## src/rtl/arb_pkg.sv

```systemverilog
// arb_pkg: shared types and constants for the memory port arbiter
package arb_pkg;
  typedef enum logic {IDLE = 1'b0, RWAIT = 1'b1} state_t;
  localparam int REQ_CPU = 0;
  localparam int REQ_PERIPH = 1;
  localparam int MAX_LAT = 3;
endpackage

```

## src/rtl/rr_pick2.sv

```systemverilog
// rr_pick2: combinational two-way round-robin picker
//   req0/req1 requests in, last = index served most recently
//   gnt0/gnt1 one-hot or zero grant, winner = index of the granted requester
module rr_pick2 (
  input  logic req0,
  input  logic req1,
  input  logic last,
  output logic gnt0,
  output logic gnt1,
  output logic winner
);
  assign gnt0 = req0 & (~req1 | last);
  assign gnt1 = req1 & (~req0 | ~last);
  assign winner = gnt1;
endmodule

```

## src/rtl/mem_port_arbiter.sv

```systemverilog
// mem_port_arbiter: shares one memory port between CPU (0) and a peripheral (1)
//   req/we/adr/wdata 0,1 : requester access inputs, held until gnt
//   gnt0/gnt1            : combinational grant, only while the port is idle
//   rvalid0/rvalid1/rdata: registered read return, shared data bus
//   mem_adr/mem_wdata/mem_we/mem_rdata : memory side, rdata valid READ_LAT after issue
import arb_pkg::*;
module mem_port_arbiter #(
  parameter int WIDTH = 16,
  parameter int READ_LAT = 1
) (
  input  logic             clk,
  input  logic             reset,
  input  logic             req0,
  input  logic             req1,
  input  logic             we0,
  input  logic             we1,
  input  logic [WIDTH-1:0] adr0,
  input  logic [WIDTH-1:0] adr1,
  input  logic [WIDTH-1:0] wdata0,
  input  logic [WIDTH-1:0] wdata1,
  output logic             gnt0,
  output logic             gnt1,
  output logic             rvalid0,
  output logic             rvalid1,
  output logic [WIDTH-1:0] rdata,
  output logic [WIDTH-1:0] mem_adr,
  output logic [WIDTH-1:0] mem_wdata,
  output logic             mem_we,
  input  logic [WIDTH-1:0] mem_rdata
);
  localparam int LW = $clog2(MAX_LAT + 1);
  state_t           r_state;
  logic             r_last;
  logic             r_owner;
  logic [LW-1:0]    r_lat;
  logic [1:0]       r_rvalid;
  logic [WIDTH-1:0] r_rdata;
  logic [WIDTH-1:0] r_adr;
  logic [WIDTH-1:0] r_wdata;
  logic             w_idle;
  logic             w_winner;
  logic             w_grant;
  logic             w_we;
  logic [WIDTH-1:0] w_adr;
  logic [WIDTH-1:0] w_wdata;
  // requests are masked here so the picker never grants during a read or reset
  assign w_idle = (r_state == IDLE) & ~reset;
  rr_pick2 u_pick (
    .req0   (req0 & w_idle),
    .req1   (req1 & w_idle),
    .last   (r_last),
    .gnt0   (gnt0),
    .gnt1   (gnt1),
    .winner (w_winner)
  );
  assign w_grant = gnt0 | gnt1;
  assign w_we    = gnt1 ? we1 : we0;
  assign w_adr   = gnt1 ? adr1 : adr0;
  assign w_wdata = gnt1 ? wdata1 : wdata0;
  // memory outputs follow the winner in the grant cycle, otherwise hold the last value
  assign mem_we    = w_grant & w_we;
  assign mem_adr   = w_grant ? w_adr : r_adr;
  assign mem_wdata = mem_we ? w_wdata : r_wdata;
  assign rvalid0   = r_rvalid[REQ_CPU];
  assign rvalid1   = r_rvalid[REQ_PERIPH];
  assign rdata     = r_rdata;
  always_ff @(posedge clk) begin
    if (reset) begin
      r_state  <= IDLE;
      r_last   <= 1'b1;
      r_owner  <= 1'b0;
      r_lat    <= '0;
      r_rvalid <= '0;
      r_rdata  <= '0;
      r_adr    <= '0;
      r_wdata  <= '0;
    end else begin
      r_rvalid <= '0;
      if (w_grant) begin
        r_last <= w_winner;
        r_adr  <= w_adr;
        if (w_we) r_wdata <= w_wdata;
      end
      if (w_grant && !w_we) begin
        r_owner <= w_winner;
        r_lat   <= LW'(READ_LAT);
        r_state <= RWAIT;
      end else if (r_state == RWAIT) begin
        // last latency cycle: memory data is valid now, return it next cycle
        if (r_lat == LW'(1)) begin
          r_rdata           <= mem_rdata;
          r_rvalid[r_owner] <= 1'b1;
          r_lat             <= '0;
          r_state           <= IDLE;
        end else begin
          r_lat <= r_lat - LW'(1);
        end
      end
    end
  end
endmodule

```

## config.mk

```make
export PLATFORM = sky130hd
export DESIGN_NAME = mem_port_arbiter
export DESIGN_NICKNAME = d
export VERILOG_FILES = /design/src/rtl/arb_pkg.sv /design/src/rtl/rr_pick2.sv /design/src/rtl/mem_port_arbiter.sv
export SDC_FILE = /design/constraint.sdc
export NUM_CORES = 1
export LEC_CHECK = 0
export BUFFER_PORTS_ARGS = -buffer_cell sky130_fd_sc_hd__buf_4
export CAP_MARGIN = 20
export CORE_ASPECT_RATIO = 0.9
export CORE_MARGIN = 2
export CORE_UTILIZATION = 47
export DETAILED_ROUTE_END_ITERATION = 12
export GPL_TIMING_DRIVEN = 0
export PLACE_DENSITY = 0.84
export SLEW_MARGIN = 10
export SYNTH_ARGS = -nofsm -noshare
export SYNTH_HDL_FRONTEND = slang
export SYNTH_SLANG_ARGS = --single-unit
```

## constraint.sdc

```tcl
create_clock -name clk -period 2.2 [get_ports clk]
set_input_delay 0 -clock clk [delete_from_list [all_inputs] [get_ports clk]]
set_output_delay 0 -clock clk [all_outputs]
set_load 0.03 [all_outputs]
```

==> metrics.md, run 1 <==
| Metric | Value |
|---|---|
| CTS tree | `built` |
| Fmax | `0.480 GHz` |
| Clk root buf | `clkbuf_8` |
| Drt drc | `0` |
| Crit path arrival time | `roughly 2400 ps` |
| Via count | `roughly 2700` |
| Warnings, synthesis | `0` |
| Worst-Margin Slew | `around 470 ps` |
| Startpoint types | `register` |
| CP Class | `reg -> reg` |
| Crit path time final | `2080 ps` |
| DPL Wire Length | `~5400 um` |
| Status | `finished clean` |
| Gr busiest metal | `met2` |
| Initial DRC Count | `approximately 130` |
| Drt pass-1 iters | `5` |
| Fin cells | `about 530` |
| Total negative setup slack | `0 ps` |
| Mapped Avg Cell Area | `~8.5 sq um` |
| Worst skew pair latency | `between 300 and 400 ps` |
| EDFF count, synth | `0` |
| CTS buffer count | `5` |
| Mapped cell area | `0.00249 sq mm` |
| M1 GR Usage | `0.277` |
| Placement Rows | `25` |
| Skew final | `roughly 8.9 ps` |
| Critical Path Sink Type | `register` |
| Synth unique cells | `35` |
| Core Region | `0.00519 sq mm` |
| Die Area | `~0.0059 sq mm` |
| Placer Congestion | `between 0.7 and 0.8` |
| Placed Cells | `around 500` |
| P per Cell Area | `between 600 and 700 mW/mm^2` |
| RSZ-0062 raised after global routing | `false` |
| Syn_nets | `about 380` |
| Largest net degree at the start of global routing | `19` |
| Synth top area cells | `dfxtp_1 (44%), nand2_1 (6.3%), a221o_1 (5.6%)` |
| H-tree depth | `2` |
| Ports | `~140` |
| Clock buffer depth | `2` |
| Layout cells sized above 1 | `0.362` |
| Worst slew margin | `0.688` |
| Max Slew Vio Count | `0` |
| Worst-path cell chain | `nor2_1 -> clkbuf_4 -> clkbuf_4 -> and2_1 -> nand2_1 -> a31oi_1 -> dlygate4sd3_1` |
| Vias in the first global route | `2609` |
| VDD IR max | `~0.36 mV` |
| Post-Route WL | `approximately 7400 um` |
| Register area share after synthesis | `0.443` |
| Delay of the slowest critical-path stage | `approximately 570 ps` |
| Grt met3 use | `0.0743` |
| Routed Antenna Nets | `0` |
| Clock sinks | `55` |
| Crit Path Max Fanout | `10` |
| Congestion Overflow GR | `0` |
| Initial Util | `0.479` |
| Final worst path period share | `0.946` |
| Die Y | `between 70 and 80 um` |
| MaxCap Viol Count | `0` |
| Biggest area consumer among synthesized cells | `dfxtp_1` |
| Worst Path Required | `approximately 2500 ps` |
| Slowest CP cell | `dlygate4sd3_1` |
| Final number of setup-violating endpoints | `0` |
| Synthesis-to-finish area growth | `59.2%` |
| WHS | `~19 ps` |
| Vias per inst | `about 5.2` |
| Final hold vios | `0` |
| First-pass GRT wire length | `11500 um` |
| Initial antenna violation count | `0` |
| GRT Util Overall | `0.247` |
| Antenna diode count | `0` |
| Clock transition at path regs | `110 ps` |
| # port buffers | `~140` |
| WL/cell | `14.1 um` |
| Layout Nets | `544` |
| Post-synth top area share | `0.443` |
| Top_reg_cell synth | `dfxtp_1` |
| Post-synth ARST share | `0` |
| Crit-path most repeated cell | `clkbuf_4` |
| Die X-Extent | `~81 um` |
| Static Leak | `1.89 nW` |
| Post-synthesis register bit count | `55` |
| HP Class | `in -> reg` |
| Met2 Track Usage GR | `0.459` |
| Post-Synthesis Cells | `291` |
## what timing repair did
item	4_1_cts	5_1_grt
endpoints found under the setup margin	0	11
resized for setup	0	8
hold endpoints to repair	19	0
buffers inserted	0	2
hold buffers	21	0
## through the flow
| step | power [mW] | cell area, sq um | setup WS [ps] | utilization |
|---|---|---|---|---|
| 2_1_floorplan | 1.54 | 2490 | 351 | - |
| 3_3_place_gp | 1.83 | 3600 | 389 | 0.693 |
| 3_5_place_dp | 1.84 | 3600 | 384 | 0.693 |
| 4_1_cts | 2.55 | 3930 | 0.960 | 0.756 |
| 5_1_grt | 2.66 | 3960 | 11.9 | 0.763 |
| 6_report | 2.56 | 3960 | 118 | 0.763 |
## synthesized netlist by cell type, drive strengths merged, types with 7 or more instances
library cell and n:
a21oi 18, dfxtp 55, buf 14, clkbuf 7
or3 16, nor2 35, nand2 42, nor2b 15
nor4b 16, nor3b 17, a221o 14, and3 16
## final timing paths
check,from,endpoint,slack (ps),depth (start not counted)
max,r_state$_SDFF_PP0_,r_adr[11]$_SDFF_PP0_,120,7
min,adr0[4],r_adr[4]$_SDFF_PP0_,20,3
min reg2reg,rdata[9]$_SDFFE_PP0P_,rdata[9]$_SDFFE_PP0P_,460,2
max reg2reg,r_state$_SDFF_PP0_,r_adr[11]$_SDFF_PP0_,120,7
## per-layer routing
| metal | up-vias | wire (um) |
|---|---|---|
| li1 | 1357 | - |
| met1 | 1264 | 2940 |
| met2 | 105 | 3660 |
| met3 | 13 | 701 |
| met4 | 0 | 94 |
| met5 | - | 0 |
## report_power, final
group	switching [mW]	internal (mW)
sequential	0.0226	1.06
combinational	0.410	0.375
clock	0.345	0.345
total	0.777	1.78
## placed cells by master (no fill, tap or decap), drive strengths merged, types with 2 or more instances in the layout
| cell | count |
|---|---|
| clkbuf | 14 |
| dlygate4sd3 | 21 |
| nor3b | 17 |
| and2 | 2 |
| and3 | 16 |
| buf | 150 |
| dfxtp | 55 |
| nand2b | 3 |
| or3 | 16 |
| nor4b | 16 |
| a21oi | 18 |
| nor3 | 3 |
| a221o | 14 |
| nor2 | 35 |
| nand3 | 2 |
| nand2 | 42 |
| nor2b | 15 |
| inv | 4 |
## registers in the layout (all words and copies together), names as in the netlist
register  cells
rdata        16
r_adr        16
r_wdata      16
r_state       1
r_last        1
r_rvalid      2
r_lat         2
r_owner       1
## layout make-up
type                       count  area (sq um)
tap                           67          83.8
buffer                        20           108
timing repair buffer         160          1250
multi-input combinational    212          1290
clock inverter                 3          47.5
clock buffer                   5          68.8
inverter                       3          11.3
fill                         390          1230
sequential                    55          1100
## kinds of logic after synthesis
group,synth area share
compound gates,0.124
buf+inv,0.0473
fa+ha+maj,0.00503
simple gates,0.381
flops,0.443
## worst max-delay path, delay by kind of cell, from the launching register on
kind | cells | cell delay (ps)
AND/OR/NAND/NOR | 3 | 520
AO/OA/AOI/OAI | 1 | 180
flip-flops | 1 | 320
buffers and inverters | 3 | 1010
(Power assumes the default switching activity.)
==> run 2: changes to the inputs <==
CORE_UTILIZATION = 35   (was 47)
PLACE_DENSITY = 0.66   (was 0.84)
clock period = 2.6 ns   (was 2.2 ns; I/O delays follow)
==> metrics.md, run 2 (synthesis gave the netlist of run 1 again) <==
| Metric | Value |
|---|---|
| Routed Antenna Nets | `0 (unchanged)` |
| Ports | `139 (unchanged)` |
| Layout cells sized above 1 | `0.352 (was 0.362)` |
| Static Leak | `1.88 nW (was 1.89 nW)` |
| Crit Path Max Fanout | `10 (unchanged)` |
| Final worst path period share | `0.809 (was 0.946)` |
| Final hold vios | `0 (unchanged)` |
| Reg area | `0.00110 sq mm (unchanged)` |
| Die X-Extent | `92.9 um (was 80.7 um)` |
| Largest net degree at the start of global routing | `18 (was 19)` |
| Hold EP | `r_adr[4]$_SDFF_PP0_ (unchanged)` |
| Hold wc startpoint | `adr0[4] (unchanged)` |
| WL/cell | `13.4 um (was 14.1 um)` |
| First-pass GRT wire length | `12100 um (was 11500 um)` |
| Post-route design area | `0.00396 sq mm (about the same)` |
| Die Area | `0.00780 sq mm (was 0.00589 sq mm)` |
| Initial DRC Count | `86 (was 129)` |
| Drt pass-1 iters | `4 (was 5)` |
| Commonest non-fill, non-tap cell in the layout | `buf_4 (unchanged)` |
| Skew final | `9.68 ps (was 8.87 ps)` |
| Vias in the first global route | `2577 (was 2609)` |
| Die Y | `84.0 um (was 73.0 um)` |
| Status | `finished clean (unchanged)` |
| Core Region | `0.00697 sq mm (was 0.00519 sq mm)` |
| DPL Wire Length | `5380 um (was 5370 um)` |
| Clock buffer depth | `2 (unchanged)` |
| Worst skew pair latency | `310 ps (about the same)` |
| Via count | `2646 (was 2739)` |
| Initial Util | `0.357 (was 0.479)` |
| Layout Nets | `543 (was 544)` |
| Clock sinks | `55 (unchanged)` |
| Worst r2r path cells | `6 (was 7)` |
| RSZ-0062 raised after global routing | `false (unchanged)` |
| Layout fillers | `678 (was 390)` |
| Worst reg-to-reg setup slack | `500 ps (was 120 ps)` |
| Vias per inst | `4.81 (was 5.22)` |
| Reg-to-Reg End | `r_adr[11]$_SDFF_PP0_ (unchanged)` |
| Clk root buf | `clkbuf_8 (unchanged)` |
| Worst slew margin | `0.622 (was 0.688)` |
| Post-CTS Setup Inserts | `0 (unchanged)` |
| Critical Path Sink Type | `register (unchanged)` |
| VDD IR max | `0.302 mV (was 0.361 mV)` |
| CTS buffer count | `5 (unchanged)` |
| MaxCap Viol Count | `0 (unchanged)` |
| Startpoint types | `register (unchanged)` |
| FF-to-FF Start | `r_last$_SDFFE_PP1N_ (was r_state$_SDFF_PP0_)` |
| Crit path time final | `2100 ps (was 2080 ps)` |
| Congestion Overflow GR | `0 (unchanged)` |
| Max Slew Vio Count | `0 (unchanged)` |
| Tot Pwr | `2.13 mW (was 2.56 mW)` |
| CP Class | `reg -> reg (unchanged)` |
| Initial antenna violation count | `0 (unchanged)` |
| HP Class | `in -> reg (unchanged)` |
| Multi-input combinational cell area | `0.00127 sq mm (was 0.00129 sq mm)` |
| GRT Util Overall | `0.188 (was 0.247)` |
| H-tree depth | `2 (unchanged)` |
| Cts repair resizes | `0 (unchanged)` |
| Synthesis-to-finish area growth | `59.0% (was 59.2%)` |
| Commonest non-fill, non-tap cells in the layout | `buf_4 (137), dfxtp_1 (55), nand2_1 (42) (was buf_4 (139), dfxtp_1 (55), nand2_1 (42))` |
| Clock transition at path regs | `100 ps (was 110 ps)` |
| Final number of setup-violating endpoints | `0 (unchanged)` |
| Worst Path Required | `2860 ps (was 2460 ps)` |
| Fmax | `0.476 GHz (was 0.480 GHz)` |
| Placer Congestion | `0.756 (was 0.738)` |
| Antenna diode count | `0 (unchanged)` |
| Crit path arrival time | `2360 ps (was 2350 ps)` |
| Post-Route WL | `7370 um (was 7400 um)` |
| Worst-Margin Slew | `567 ps (was 468 ps)` |
| CTS tree | `built (unchanged)` |
| # port buffers | `137 (unchanged)` |
| Placed Area | `0.00363 sq mm (was 0.00360 sq mm)` |
| Total negative setup slack | `0 ps (unchanged)` |
| Placement Rows | `29 (was 25)` |
| P per Cell Area | `539 mW/mm^2 (was 645 mW/mm^2)` |
| Worst hold stages | `3 (unchanged)` |
| Drt drc | `0 (unchanged)` |
-- run 2: worst max path at each step --
| stage | startpoint | endpoint | slack, ps |
|---|---|---|---|
| after global placement | r_state$_SDFF_PP0_ | r_adr[3]$_SDFF_PP0_ | 820 |
| after floorplan | r_state$_SDFF_PP0_ | mem_wdata[10] | 750 |
| final | r_last$_SDFFE_PP1N_ | r_adr[11]$_SDFF_PP0_ | 500 |
| after CTS | r_state$_SDFF_PP0_ | mem_wdata[11] | 480 |
| after detailed placement | r_state$_SDFF_PP0_ | mem_wdata[11] | 810 |
| after global routing | r_state$_SDFF_PP0_ | mem_wdata[8] | 280 |
-- run 2: per-stage QoR --
stage,hold WS (ps),std cells,setup WS [ps],utilization
4_1_cts,12.2,550,475,0.568
2_1_floorplan,136,291,751,-
6_report,14.5,550,497,0.568
3_3_place_gp,247,521,815,0.521
3_5_place_dp,255,521,811,0.521
5_1_grt,28.9,550,280,0.568
-- run 2: area by class of cell --
class                      instances  area share
timing repair buffer             158       0.313
clock inverter                     3      0.0111
inverter                           3     0.00285
clock buffer                       5      0.0174
buffer                            21      0.0269
tap                               93      0.0294
sequential                        55       0.278
multi-input combinational        212       0.321
-- run 2: what timing repair did --
item	CTS	global route
hold endpoints to repair	19	0
setup endpoints to repair	0	0
hold buffers	21	0
-- run 2: where the power goes --
part / switching [mW] / internal, mW
Clock: 0.278 / 0.287
Combinational: 0.342 / 0.313
Sequential: 0.0184 / 0.895
Total: 0.638 / 1.50
-- run 2: metal layers --
layer  vias up  track usage  part of all wire
li1       1354            -                 -
met1      1190        0.235              0.43
met2        96        0.326              0.48
met3         6       0.0524             0.080
met4         0       0.0321            0.0075
met5         -            0                 0
-- run 2: critical path: stages, from the launching register on --
cell	delay, ps
dfxtp_1	360
a21boi_4	250
clkbuf_1	330
and2_1	280
nand2_1	90
a31oi_1	170
dlygate4sd3_1	570
